`src/rtl/occ_pattern_genchk.sv`:
```
// occ_pattern_genchk: 8b/10b link test-pattern generator (K28.5 comma + counter) and locking checker.
// Optional macro OCC_PATTERN_DISPERR_EN: RX disparity/not-in-table flags force a mismatch while LOCKED.
module occ_pattern_genchk #(
  parameter int unsigned g_BYTES         = 2,
  parameter int unsigned g_COMMA_PERIOD  = 32,
  parameter int unsigned g_ERR_CNT_WIDTH = 16,
  parameter int unsigned g_LOSS_THRESH   = 4
) (
  input  logic                       clk_i,
  input  logic                       rst_i,
  input  logic                       tx_en_i,
  output logic [8*g_BYTES-1:0]       tx_data_o,
  output logic [g_BYTES-1:0]         tx_charisk_o,
  input  logic                       rx_valid_i,
  input  logic [8*g_BYTES-1:0]       rx_data_i,
  input  logic [g_BYTES-1:0]         rx_charisk_i,
  input  logic [g_BYTES-1:0]         rx_disperr_i,
  input  logic [g_BYTES-1:0]         rx_notintable_i,
  input  logic                       clr_i,
  output logic                       locked_o,
  output logic                       err_o,
  output logic [g_ERR_CNT_WIDTH-1:0] err_cnt_o,
  output logic [g_ERR_CNT_WIDTH-1:0] frame_cnt_o
);

  localparam int unsigned W = 8 * g_BYTES;
  localparam int unsigned P = $clog2(g_COMMA_PERIOD);
  localparam logic [W-1:0]       COMMA_DATA = {8'hBC, {(g_BYTES-1){8'h95}}};
  localparam logic [g_BYTES-1:0] COMMA_K    = {1'b1, {(g_BYTES-1){1'b0}}};
  localparam logic [P-1:0]       SEED_LOW   = P'(1);
  localparam logic [3:0]         LOSS_LAST  = 4'(g_LOSS_THRESH - 1);

  typedef enum logic [1:0] {ST_HUNT, ST_SEED, ST_LOCKED} state_t;

  // Generator state
  logic [W-1:0]       g_q, g_d;
  logic [W-1:0]       tx_data_q, tx_data_d;
  logic [g_BYTES-1:0] tx_k_q, tx_k_d;

  // Checker state
  state_t                     state_q, state_d;
  logic [W-1:0]               e_q, e_d;
  logic [3:0]                 consec_q, consec_d;
  logic                       err_q, err_d;
  logic [g_ERR_CNT_WIDTH-1:0] err_cnt_q, err_cnt_d;
  logic [g_ERR_CNT_WIDTH-1:0] frame_cnt_q, frame_cnt_d;

  logic               rx_is_comma;
  logic               e_is_comma;
  logic [W-1:0]       exp_data;
  logic [g_BYTES-1:0] exp_k;
  logic               rx_match;
  logic               rx_line_err;

`ifdef OCC_PATTERN_DISPERR_EN
  assign rx_line_err = |(rx_disperr_i | rx_notintable_i);
`else
  logic unused_rx_flags;
  assign unused_rx_flags = ^{rx_disperr_i, rx_notintable_i};
  assign rx_line_err     = 1'b0;
`endif

  always_comb begin
    g_d       = g_q;
    tx_data_d = tx_data_q;
    tx_k_d    = tx_k_q;
    if (tx_en_i) begin
      if (g_q[P-1:0] == '0) begin
        tx_data_d = COMMA_DATA;
        tx_k_d    = COMMA_K;
      end else begin
        tx_data_d = g_q;
        tx_k_d    = '0;
      end
      g_d = g_q + 1'b1;
    end
  end

  always_comb begin
    rx_is_comma = (rx_data_i == COMMA_DATA) && (rx_charisk_i == COMMA_K);
    e_is_comma  = (e_q[P-1:0] == '0);
    exp_data    = e_is_comma ? COMMA_DATA : e_q;
    exp_k       = e_is_comma ? COMMA_K : '0;
    rx_match    = (rx_data_i == exp_data) && (rx_charisk_i == exp_k) && !rx_line_err;
  end

  always_comb begin
    state_d     = state_q;
    e_d         = e_q;
    consec_d    = consec_q;
    err_d       = 1'b0;
    err_cnt_d   = err_cnt_q;
    frame_cnt_d = frame_cnt_q;
    if (rx_valid_i) begin
      unique case (state_q)
        ST_HUNT: begin
          if (rx_is_comma) state_d = ST_SEED;
        end
        ST_SEED: begin
          if ((rx_charisk_i == '0) && (rx_data_i[P-1:0] == SEED_LOW)) begin
            e_d      = rx_data_i + 1'b1;
            consec_d = '0;
            state_d  = ST_LOCKED;
          end else begin
            state_d = ST_HUNT;
          end
        end
        ST_LOCKED: begin
          // e tracks the link position, so it advances on mismatches too
          e_d = e_q + 1'b1;
          if (rx_match) begin
            consec_d = '0;
            if (e_is_comma && (frame_cnt_q != '1)) frame_cnt_d = frame_cnt_q + 1'b1;
          end else begin
            err_d = 1'b1;
            if (err_cnt_q != '1) err_cnt_d = err_cnt_q + 1'b1;
            if (consec_q == LOSS_LAST) begin
              consec_d = '0;
              state_d  = ST_HUNT;
            end else begin
              consec_d = consec_q + 1'b1;
            end
          end
        end
        default: state_d = ST_HUNT;
      endcase
    end
    if (clr_i) begin
      err_cnt_d   = '0;
      frame_cnt_d = '0;
    end
  end

  always_ff @(posedge clk_i or posedge rst_i) begin
    if (rst_i) begin
      g_q         <= '0;
      tx_data_q   <= '0;
      tx_k_q      <= '0;
      state_q     <= ST_HUNT;
      e_q         <= '0;
      consec_q    <= '0;
      err_q       <= 1'b0;
      err_cnt_q   <= '0;
      frame_cnt_q <= '0;
    end else begin
      g_q         <= g_d;
      tx_data_q   <= tx_data_d;
      tx_k_q      <= tx_k_d;
      state_q     <= state_d;
      e_q         <= e_d;
      consec_q    <= consec_d;
      err_q       <= err_d;
      err_cnt_q   <= err_cnt_d;
      frame_cnt_q <= frame_cnt_d;
    end
  end

  assign tx_data_o    = tx_data_q;
  assign tx_charisk_o = tx_k_q;
  assign locked_o     = (state_q == ST_LOCKED);
  assign err_o        = err_q;
  assign err_cnt_o    = err_cnt_q;
  assign frame_cnt_o  = frame_cnt_q;

endmodule

```
`config.mk`:
```
export PLATFORM = sky130hd
export DESIGN_NAME = occ_pattern_genchk
export DESIGN_NICKNAME = d
export VERILOG_FILES = /design/src/rtl/occ_pattern_genchk.sv
export SDC_FILE = /design/constraint.sdc
export NUM_CORES = 1
export LEC_CHECK = 0
export ABC_CLOCK_PERIOD_IN_PS = 4100
export CORE_ASPECT_RATIO = 0.9
export CORE_MARGIN = 1.5
export CORE_UTILIZATION = 46
export DETAILED_ROUTE_END_ITERATION = 8
export PLACE_DENSITY = 0.7
export SYNTH_ARGS = -nofsm -noshare
export SYNTH_HDL_FRONTEND = slang
export SYNTH_SLANG_ARGS = --single-unit
```
`constraint.sdc`:
```
create_clock -name clk_i -period 4.1 [get_ports clk_i]
set_input_delay 1.23 -clock clk_i [delete_from_list [all_inputs] [get_ports clk_i]]
set_output_delay 1.23 -clock clk_i [all_outputs]
set_load 0.02 [all_outputs]
```
==> results_dict.tcl, run 1 <==
set metrics [dict create \
    status "complete, no violations" \
    hold_class "reg -> reg" \
    async_flop_share_pct 100 \
    fin_nets 692 \
    track_usage_pct 23.5 \
    postCtsSetupRepairBufs 0 \
    synth_area_mm2 0.00522 \
    peakVddDrop_mv 0.294 \
    reg2reg_depth 7 \
    grt_max_degree 46 \
    cts_tree "built" \
    final_cell_mix "dfrtp_1 (88), clkdlybuf4s50_1 (73), nand2_1 (67)" \
    ys_warn_count 0 \
    post_cts_resized 0 \
    endpoint_kind "register" \
    place_hpwl_um 9270 \
    cp.depth 8 \
    crit_path_start_kind "input pin" \
    final_common_cell "dfrtp_1" \
    ys_seq_area_share_pct 42.2 \
    dieArea_mm2 0.0120 \
    power_density_mw_per_mm2 399 \
    fp-row-count 36 \
    slowest_stage "or4_4" \
    crit_buf_inv 1 \
    drc_errors 0 \
    cp_top_family "simple AND/OR/NAND/NOR gates" \
    die_h_um 104 \
    ys.flop_type "dfrtp_1" \
    slew_headroom_pct 32.9 \
    routedWlPerCell_um 16.2 \
    max_freq_mhz 269 \
    start_util_pct 47.7 \
    hold_buffers 0 \
    period_share_pct 90.7 \
    crit_arrival_ns 3.98 \
    finalHoldViolations 0 \
    clkTransAtPathRegs_ns 0.06 \
    ys_types 60 \
    first_pass_iters 5 \
    drive_above_1_share_pct 8.13 \
    max_stage_delay_ns 0.67 \
    crit_path_max_fanout 26 \
    antenna_found_initial 0 \
    final.min_clock_period_ns 3.72 \
    coreArea_mm2 0.0109 \
    hold_path_depth 1 \
    finalWeightedCongestion 0.909 \
    synth_nets 623 \
    numCtsBuffers 9 \
    critPathKind "in -> reg" \
    routed_wl_um 13200 \
    die_w_um 115 \
    place_area_mm2 0.00617 \
    clock_path_buffers 2 \
    grt_first_pass_wirelength_um 22700 \
    synth-edff-count 0 \
    area_growth_pct 23.6 \
    port_buffers 73 \
    avgSynthCellArea_um2 8.85 \
    grt_pass1_vias 4656 \
    rsz0062_at_grt "no" \
    fill_cells 1001 \
    slew_viol_final 0 \
    cts-root-buf "clkbuf_16" \
    required_ns 4.36 \
    syn-instance-count 590 \
    finalSetupViolCount 0 \
    ys_ff_latch 88 \
    vias_per_cell 5.77 \
    worstMarginPinSlew_ns 1.00 \
    overflow 0 \
    fin_setup_tns_ns 0 \
    clock_skew_ns 0.00691 \
    path_cells "clkdlybuf4s50_1 -> nor2b_1 -> a2111oi_2 -> mux2i_1 -> o21a_1 -> or4_4 -> or4_1 -> a21oi_1" \
    cts_max_level 3 \
    insertion_delay_ns 0.34 \
    final_area_mm2 0.00645 \
    drt_iter0_drc 347 \
    vias 4712 \
    max_cap_violations 0 \
    detail-route-antenna-nets 0 \
    io_pins 79 \
    p_leak_uw 0.00274 \
    cts.sinks 88 \
    n_antenna_cell 0 \
]
[flip-flops by register name (all words and copies together) (netlist names)]
name          count
consec_q          4
e_q              16
err_cnt_o        16
err_o             1
frame_cnt_o      16
g_q              16
state_q           2
tx_charisk_o      1
tx_data_o        16
[cells by family (layout without fill, tap and decap cells)]
| group | Yosys count | count (layout) | synth area share [%] |
|---|---|---|---|
| XOR/XNOR | 23 | 23 | 3.86 |
| multiplexers | 30 | 30 | 6.09 |
| AND/OR/NAND/NOR | 252 | 252 | 25.4 |
| AO/OA/AOI/OAI | 136 | 136 | 16.7 |
| flip-flops | 88 | 88 | 42.2 |
| buffers and inverters | 54 | 128 | 4.29 |
| other | 1 | 1 | 0.0719 |
| adder cells (fa/ha/maj) | 6 | 6 | 1.44 |
[area by class of cell]
type / instances / area [um2] / share of cell area [%]
multi-input cells: 448 / 2810 / 43.5
flip-flops and latches: 88 / 2200 / 34.1
repair buffers: 91 / 891 / 13.8
clock buffers: 9 / 225 / 3.49
well taps: 152 / 190 / 2.95
inverters: 21 / 80.1 / 1.24
clock inverters: 7 / 55.1 / 0.853
[stage by stage]
stage,hold slack [ns],power (uW),setup WS [ns],instances,utilization [%]
after floorplan,0.446,1550,0.591,590,-
after global placement,0.466,1770,0.107,800,56.4
after detailed placement,0.471,1790,0.0466,800,56.4
after CTS,0.484,2590,0.401,816,58.9
after global routing,0.502,2720,0.221,816,58.9
final,0.483,2570,0.381,816,58.9
[final timing paths]
path                                     start                         end  slack [ns]
setup / recovery                  rx_data_i[6]  frame_cnt_o[4]$_DFFE_PP0P_        0.38
min in group asynchronous                rst_i   tx_data_o[14]$_DFFE_PP0P_        1.34
hold / removal             g_q[15]$_DFFE_PP0P_         g_q[15]$_DFFE_PP0P_        0.48
setup reg to reg            e_q[1]$_DFFE_PP0P_  frame_cnt_o[4]$_DFFE_PP0P_        1.08
hold reg to reg            g_q[15]$_DFFE_PP0P_         g_q[15]$_DFFE_PP0P_        0.48
max in group asynchronous                rst_i          e_q[3]$_DFFE_PP0P_        2.07
[synthesized netlist by cell type, types with 2 or more instances]
cell type / number / area [um2]
o21a_1: 2 / 15.0
nand2b_1: 11 / 68.8
buf_6: 2 / 22.5
a21o_1: 2 / 15.0
a21oi_1: 36 / 180
a22o_1: 3 / 26.3
buf_1: 2 / 7.51
or4_1: 15 / 113
inv_1: 21 / 78.8
ha_1: 6 / 75.1
nor2_1: 45 / 169
nor2b_1: 14 / 87.6
o31ai_1: 16 / 120
nor4_1: 6 / 37.5
nor3_1: 13 / 65.1
and4_1: 2 / 17.5
o22ai_1: 3 / 18.8
o22a_1: 9 / 78.8
xnor2_1: 14 / 123
nand3_1: 18 / 90.1
mux2_1: 3 / 33.8
o211ai_1: 8 / 60.1
o21ai_0: 39 / 195
nand2_1: 67 / 251
mux2i_1: 16 / 160
o31a_1: 3 / 26.3
xor2_1: 9 / 78.8
dfrtp_1: 88 / 2200
or3_1: 6 / 37.5
and2_1: 10 / 62.6
o2111ai_1: 3 / 26.3
nand3b_1: 2 / 15.0
buf_2: 2 / 10.0
clkbuf_1: 26 / 97.6
a2bb2oi_1: 2 / 17.5
mux2_2: 11 / 124
and3_1: 20 / 125
nand4_1: 13 / 81.3
[power by group]
group / internal, uW / switching [uW]
clock: 418 / 366
combinational: 308 / 354
sequential: 978 / 149
total: 1700 / 868
[per-layer routing]
metal	share of wire, %	vias up	track usage (%)
met5	0	-	0
met4	1.6	0	7.76
met3	4.6	20	4.78
met2	48	123	36.8
met1	46	2315	32.3
li1	-	2254	-
Power figures use the tool's default switching activity.
==> run 2, diff against run 1 <==
Settings changed: CORE_UTILIZATION 46 to 40, CTS_CLUSTER_DIAMETER set to 100, PLACE_DENSITY 0.7 to unset.
==> results_dict.tcl, run 2 (synthesis results as in run 1) <==
set metrics [dict create \
    crit_path_max_fanout 26 \
    drc_errors 0 \
    numCtsBuffers 9 \
    min-delay-start "g_q[15]$_DFFE_PP0P_" \
    sw_frac_of_total_pct 31.2 \
    hold_buffers 0 \
    finalHoldViolations 0 \
    place_hpwl_um 9150 \
    reg2reg_to "frame_cnt_o[15]$_DFFE_PP0P_" \
    drt_iter0_drc 438 \
    track_usage_pct 20.5 \
    peakVddDrop_mv 0.214 \
    clkTransAtPathRegs_ns 0.06 \
    whs_ns 0.483 \
    critPathKind "in -> reg" \
    crit_buf_inv 1 \
    clock_skew_ns 0.00614 \
    routedWlPerCell_um 15.8 \
    crit_path_start_kind "input pin" \
    fp-row-count 39 \
    path_cells "clkdlybuf4s50_1 -> nor2b_1 -> a2111oi_2 -> mux2i_1 -> o21a_1 -> or4_4 -> or4_1 -> a21oi_1" \
    area_growth_pct 24.5 \
    detail-route-antenna-nets 0 \
    coreArea_mm2 0.0127 \
    internal_power_uw 1820 \
    final_common_cell "dfrtp_1" \
    combPwrFrac_pct 24.8 \
    hold_class "reg -> reg" \
    first_pass_iters 5 \
    fin_nets 693 \
    fin_cells 828 \
    dieArea_mm2 0.0137 \
    setup_ws_ns 0.290 \
    place_worst_setup_slack_ns -0.0372 \
    p_leak_uw 0.00275 \
    finalWeightedCongestion 0.886 \
    vias 4678 \
    slew_headroom_pct 32.1 \
    insertion_delay_ns 0.34 \
    rsz0062_at_grt "no" \
    cts_max_level 3 \
    n_antenna_cell 0 \
    vias_per_cell 5.65 \
    dp.cells 813 \
    die_h_um 111 \
    die_w_um 123 \
    port_buffers 73 \
    rrSetupSlack_ns 1.07 \
    max_cap_violations 0 \
    max_freq_mhz 262 \
    grt_pass1_vias 4470 \
    period_share_pct 92.9 \
    io_pins 79 \
    start_util_pct 41.0 \
    postCtsSetupRepairBufs 0 \
    antenna_found_initial 0 \
    hold_path_depth 1 \
    grt_max_degree 89 \
    max_stage_delay_ns 0.66 \
    finalPower_uw 2640 \
    cts-root-buf "clkbuf_16" \
    grt_first_pass_wirelength_um 22500 \
    overflow 0 \
    endpoint_kind "register" \
    clock_path_buffers 2 \
    slowest_stage "or4_4" \
    status "complete, no violations" \
    cts.sinks 88 \
    worstMarginPinSlew_ns 1.02 \
    fill_cells 1174 \
    switching_power_uw 824 \
    reg2reg_depth 7 \
    p_seq_share_pct 42.5 \
    final.min_clock_period_ns 3.81 \
    post_cts_resized 0 \
    power_density_mw_per_mm2 407 \
    cp_top_family "simple AND/OR/NAND/NOR gates" \
    crit_arrival_ns 4.08 \
    finalSetupViolCount 0 \
    hold_end "g_q[15]$_DFFE_PP0P_" \
    routed_wl_um 13100 \
    drive_above_1_share_pct 7.68 \
    fin_util_pct 51.0 \
    cts_tree "built" \
    pwr-share-clk_pct 32.7 \
    required_ns 4.37 \
    slew_viol_final 0 \
    reg2reg_from "e_q[1]$_DFFE_PP0P_" \
    final_cell_mix "dfrtp_1 (88), clkdlybuf4s50_1 (73), nand2_1 (67)" \
]
run 2: cell count changes in the layout (fill, tap and decap cells not counted), moves of 2 or more:
cell / previous run / this run
clkinv_2: 3 / 1
inv_6: 2 / 0
clkbuf_1: 0 / 3
bufinv_16: 0 / 2
run 2: per-layer routing:
layer / vias to the layer above / track usage [%] / wire (um)
met2: 143 / 31.4 / 6030
met4: 0 / 5.59 / 163
li1: 2266 / - / -
met3: 14 / 4.25 / 698
met1: 2255 / 29.6 / 6230
met5: - / 0 / 0
run 2: metrics by stage:
step | TNS, ns | area [um2]
2_1_floorplan | 0 | 5220
3_3_place_gp | 0 | 6190
3_5_place_dp | -0.239 | 6190
4_1_cts | 0 | 6500
5_1_grt | 0 | 6500
6_report | 0 | 6500
run 2: how the worst max path moves through the flow:
stage                       from                     endpoint  cells past startpoint
floorplan                  rst_i      consec_q[0]$_DFFE_PP0P_                      1
global placement    rx_data_i[6]   frame_cnt_o[3]$_DFFE_PP0P_                      8
detailed placement  rx_data_i[6]  frame_cnt_o[15]$_DFFE_PP0P_                      8
CTS                 rx_data_i[6]  frame_cnt_o[15]$_DFFE_PP0P_                      8
global route        rx_data_i[6]   frame_cnt_o[6]$_DFFE_PP0P_                      8
finish              rx_data_i[6]  frame_cnt_o[15]$_DFFE_PP0P_                      8
run 2: area by class of cell:
type / count / area [um2] / share of cell area, %
timing repair buffer: 92 / 898 / 13.8
clock buffer: 12 / 236 / 3.64
clock inverter: 3 / 67.6 / 1.04
multi-input combinational: 448 / 2810 / 43.2
sequential: 88 / 2200 / 33.9
tap: 164 / 205 / 3.16
inverter: 21 / 80.1 / 1.23
run 2: worst reg2reg max path, delay by kind of cell (launching register included):
family	cells	cell delay, ns
AO/OA/AOI/OAI	2	0.48
flip-flops	1	0.47
AND/OR/NAND/NOR	5	2.02
run 2: power by group through the flow:
stage / logic [uW] / clock network (uW) / registers [uW]
2_1_floorplan: 416 / 0 / 1140
3_3_place_gp: 644 / 0 / 1130
3_5_place_dp: 661 / 0 / 1140
4_1_cts: 664 / 893 / 1120
5_1_grt: 732 / 925 / 1150
6_report: 656 / 863 / 1120
==> RTL edit 1: new RTL, settings of run 2 <==
The parameter `g_COMMA_PERIOD` goes from 32 to 64.
--- a/src/rtl/occ_pattern_genchk.sv
+++ b/src/rtl/occ_pattern_genchk.sv
@@ -2,7 +2,7 @@
 // Optional macro OCC_PATTERN_DISPERR_EN: RX disparity/not-in-table flags force a mismatch while LOCKED.
 module occ_pattern_genchk #(
   parameter int unsigned g_BYTES         = 2,
-  parameter int unsigned g_COMMA_PERIOD  = 32,
+  parameter int unsigned g_COMMA_PERIOD  = 64,
   parameter int unsigned g_ERR_CNT_WIDTH = 16,
   parameter int unsigned g_LOSS_THRESH   = 4
 ) (
Formal check against the unedited RTL: not equivalent (Yosys sat finds a counterexample within 4 cycles, from zero or initial values and one cycle with rst_i high).
==> RTL edit 1 against run 2 <==
Register-to-register slack lost 0.14 ns; highest routed layer unchanged; worst setup slack got worse by 0.097 ns; total power decreased by 17%; first-iteration DRC count down 45%; wire length decreased by 2.9%; largest cell class unchanged; worst hold slack worse by 0.012 ns; sequential cell count is the same; area after synthesis shrank 0.91%; count of clock-buffer cells in the layout down 2; sequential power is 9.8% lower; critical endpoint is now frame_cnt_o[8]$_DFFE_PP0P_; design area is 0.62% lower.
==> RTL edit 1: results (changes against run 2) <==
Critical path:
- The critical path starts at rx_data_i[3].
- The endpoint of the worst-slack reg-to-reg timing path is frame_cnt_o[8]$_DFFE_PP0P_.
- The maximum fanout along the worst path is 14 (-46%).
- The stage delay of the slowest cell on the critical path came to 0.56 ns (-0.10 ns).
- The register-to-register path setup slack came to 0.93 ns (-0.14 ns).
- For this design, the slowest cell found on the critical path is or4_1.
- The data arrival time of the critical path is 4.14 ns (+0.06 ns).
- The origin of the critical flop-to-flop path is e_q[0]$_DFFE_PP0P_.

Synthesis:
- The post-synthesis xor/xnor area fraction is 4.57% (+0.71 points).
- By count the netlist is led by dfrtp_1, nand2_1, nor2_1.
- The count of synthesis-stage warnings from yosys came to 0 (unchanged).
- The cell count after synthesis is 597 (+1.2%).
- The post-synthesis net count is 630 (+1.1%).
- The post-synthesis compound-gate area fraction was 16.1% (-0.60 points).
- The synthesized-area fraction occupied by adder cells was 1.45% (+0.013 points).
- The portion of netlist area occupied by mux cells came to 4.89% (-1.2 points).

Layout:
- The final net count was 702 (+1.3%).
- The share of layout cells above drive strength 1 is 8.62% (+0.94 points).
- The synthesis-to-finish area growth is 24.9%.

Routing:
- The number of design-rule violations left by the first detailed-router iteration came to 243 (-45%).
- The mean routed wirelength per cell is 15.2 µm (-4.0%).
- The total routed wirelength is 12700 µm (-2.9%).
- The vias per cell is 5.48 (-3.1%).

STA:
- The worst hold margin is 0.470 ns (-0.0123 ns).
- The actual transition at the worst max-transition pin came to 1.03 ns (+0.0151 ns).
- The peak clock frequency supported by timing came to 256 MHz (-2.5%).
- The setup skew after layout is 0.00599 ns (-0.000155 ns).

GRT:
- The largest net degree at the start of global routing is 52 (-42%).
- The global-route wire length before repair was 21700 µm (-3.7%).
- The number of antenna violations at the first check in global routing is 0 (unchanged).
- The total routing resource utilization after global routing came to 19.5% (-1.0 points).

Power:
- The leakage component of the power is 2.67 nW (-3.0%).

Place:
- The minimum setup slack after placement is -0.166 ns (-0.129 ns).
- The count of placed standard cells including taps is 822 (+1.1%).
- The last weighted congestion value of the routability-driven placer is 0.836 (-5.6%).
- The estimated wirelength of the detail-placed design is 8960 µm (-2.1%).
- The standard cell area after detailed placement is 0.00617 mm² (-0.34%).

Outcome:
- The run finished with clean final reports.

Clock network:
- The H-tree depth is 3 (unchanged).
RTL edit 1: report_power, final:
group | switching, mW | internal, mW | leakage [nW]
sequential | 0.0698 | 0.942 | 1.19
combinational | 0.198 | 0.177 | 1.34
clock | 0.332 | 0.469 | 0.139
RTL edit 1: layer usage:
layer / wire length, µm / global-route usage, % / vias up / part of all wire, %
met5: 0 / 0 / - / 0
met4: 126 / 4.73 / 0 / 0.99
met3: 460 / 3.91 / 10 / 3.6
met2: 6050 / 31.6 / 85 / 48
met1: 6090 / 26.6 / 2194 / 48
li1: - / - / 2294 / -
RTL edit 1: area by class of cell:
| type | count | area share (%) |
|---|---|---|
| tap | 164 | 3.18 |
| timing repair buffer | 96 | 14.6 |
| clock buffer | 10 | 3.55 |
| sequential | 88 | 34.1 |
| multi-input combinational | 460 | 42.9 |
| inverter | 14 | 0.833 |
| clock inverter | 5 | 0.872 |
==> RTL edit 2: new RTL, flow settings as in run 2 <==
Without the edit above. The output `err_o` loses its register stage (`err_q` becomes a continuous assignment).
--- a/src/rtl/occ_pattern_genchk.sv
+++ b/src/rtl/occ_pattern_genchk.sv
@@ -139,7 +139,6 @@
       state_q     <= ST_HUNT;
       e_q         <= '0;
       consec_q    <= '0;
-      err_q       <= 1'b0;
       err_cnt_q   <= '0;
       frame_cnt_q <= '0;
     end else begin
@@ -149,11 +148,12 @@
       state_q     <= state_d;
       e_q         <= e_d;
       consec_q    <= consec_d;
-      err_q       <= err_d;
       err_cnt_q   <= err_cnt_d;
       frame_cnt_q <= frame_cnt_d;
     end
   end
+
+  assign err_q = err_d;
 
   assign tx_data_o    = tx_data_q;
   assign tx_charisk_o = tx_k_q;
Check against the original RTL: not equivalent (Yosys sat finds a counterexample within 4 cycles, from zero or initial values and one cycle with rst_i high).
==> RTL edit 2 against run 2 <==
Worst setup slack worse by 0.22 ns; total power up 6.0%; area after synthesis decreased by 0.48%; sequential share of layout area down 1.7 points; design area is 4.0% higher; count of clock-buffer cells in the layout down 3; sequential cell count fell by 1; wire length is 4.6% higher; critical path type is now primary input to output port; critical endpoint is now err_o.
==> RTL edit 2: results (changes against run 2) <==
Synthesis:
- The sequential-to-total area share from yosys stat is 41.9% (-0.28 points).
- The area share of the largest cell type after synthesis was 41.9% (-0.28 points).
- The post-synthesis net count is 622 (-0.16%).
- The commonest cells after synthesis are dfrtp_1, nand2_1, nor2_1.
- After synthesis, the cell types taking the most area are dfrtp_1, nand2_1, o21ai_0.
- The count of distinct cell types in the synthesized netlist is 60 (unchanged).

Routing:
- The number of optimization iterations in the first detailed-route pass came to 4 (-1).
- The number of design-rule violations left by the first detailed-router iteration is 339 (-23%).
- The total routed wirelength came to 13700 µm (+4.6%).
- The vias per cell is 5.59 (-1.1%).
- The met2 layer wire length in the routed design is 6580 µm (+9.1%).
- The length of routed wiring on met1 is 6520 µm (+4.7%).
- The routed length on met3 was 476 µm (-32%).

Critical path:
- The standard cell with the maximum stage delay on the critical path is nor4bb_4.
- The maximum fanout along the worst path is 3 (-88%).
- The stage delay of the slowest cell on the critical path came to 0.39 ns (-0.27 ns).
- The data arrival time of the critical path is 2.80 ns (-1.28 ns).

GRT:
- The largest net degree at the start of global routing is 57 (-36%).
- The number of global-route vias before repair is 4606 (+3.0%).
- The total routing resource utilization after global routing is 21.1% (+0.51 points).
- The global-route wire length before repair is 23000 µm (+2.1%).

Layout:
- The final net count is 719 (+3.8%).
- The fill cell instance count of the final layout is 1201 (+2.3%).
- The share of layout cells above drive strength 1 is 14.2% (+6.5 points).

Place:
- The estimated wirelength of the detail-placed design was 9480 µm (+3.6%).
- The last weighted congestion value of the routability-driven placer is 0.886 (about the same).
- The minimum setup slack after placement is -0.872 ns (-0.835 ns).

Outcome:
- The run finished with clean final reports.

Power:
- The leakage component of the power was 2.93 nW (+6.6%).
- The maximum vdd drop is 0.371 mV (+73%).
- The switching power total is 0.920 mW (+12%).

STA:
- The worst relative slew slack is 32.5% (+0.48 points).
- The setup skew after layout came to 0.00898 ns (+0.00284 ns).
RTL edit 2: metrics by stage:
step	cell area [µm²]	total power [mW]	util [%]	cells
finish	6760	2.80	53.3	855
global route	6760	2.95	53.3	855
CTS	6740	2.82	53.1	855
detailed placement	6310	1.83	49.8	833
global placement	6310	1.83	49.8	833
floorplan	5190	1.54	-	589
RTL edit 2: layer usage:
metal	track usage, %	vias up
met5	0	-
met4	5.21	0
met3	5.04	8
met2	33.1	87
met1	29.2	2369
li1	-	2315
RTL edit 2: timing repair:
action | CTS | global route
setup buffers | 6 | 0
setup endpoints to repair | 1 | 15
hold buffers | 0 | 0
pin swaps | 9 | 10
resized for setup | 31 | 15
RTL edit 2: power groups by stage:
stage	combinational (mW)	clock [mW]	sequential, mW
after floorplan	0.416	0	1.13
after global placement	0.704	0	1.12
after detailed placement	0.701	0	1.13
after CTS	0.745	0.958	1.11
after global routing	0.826	0.992	1.14
final	0.750	0.934	1.12
RTL edit 2: cell type report:
cell class	instances	area [µm²]	area share, %
multi-input combinational	448	2880	42.7
sequential	87	2180	32.2
timing repair buffer	119	1070	15.9
clock buffer	9	225	3.33
tap	164	205	3.04
clock inverter	7	113	1.67
inverter	21	80.1	1.18
RTL edit 2: worst paths after layout:
check	startpoint	to	slack (ns)	cells past startpoint
setup / recovery	rx_data_i[13]	err_o	0.07	7
hold / removal	g_q[15]$_DFFE_PP0P_	g_q[15]$_DFFE_PP0P_	0.49	1
setup reg to reg	e_q[0]$_DFFE_PP0P_	frame_cnt_o[12]$_DFFE_PP0P_	0.58	12
hold reg to reg	g_q[15]$_DFFE_PP0P_	g_q[15]$_DFFE_PP0P_	0.49	1
max in group asynchronous	rst_i	e_q[0]$_DFFE_PP0P_	2.14	3
min in group asynchronous	rst_i	tx_data_o[5]$_DFFE_PP0P_	1.25	2
RTL edit 2: cell families after synthesis:
| group | share of synthesized area (%) |
|---|---|
| and+or+nand+nor | 25.5 |
| adders and majority gates | 1.45 |
| DFF | 41.9 |
| xor gates and xnor gates | 3.88 |
| other | 0.0722 |
| AOI/OAI and AO/OA | 16.8 |
| buffers and inverters | 4.31 |
| muxes | 6.12 |
RTL edit 2: worst reg2reg max path, stage by stage (launching register included):
cell,delay (ns)
dfrtp_1,0.46
nor4_4,0.36
nand2b_1,0.29
mux2i_1,0.22
buf_4,0.16
buf_4,0.12
buf_4,0.12
buf_4,0.12
buf_4,0.12
o21a_1,0.19
or4_4,0.58
or4_1,0.55
a21oi_1,0.17
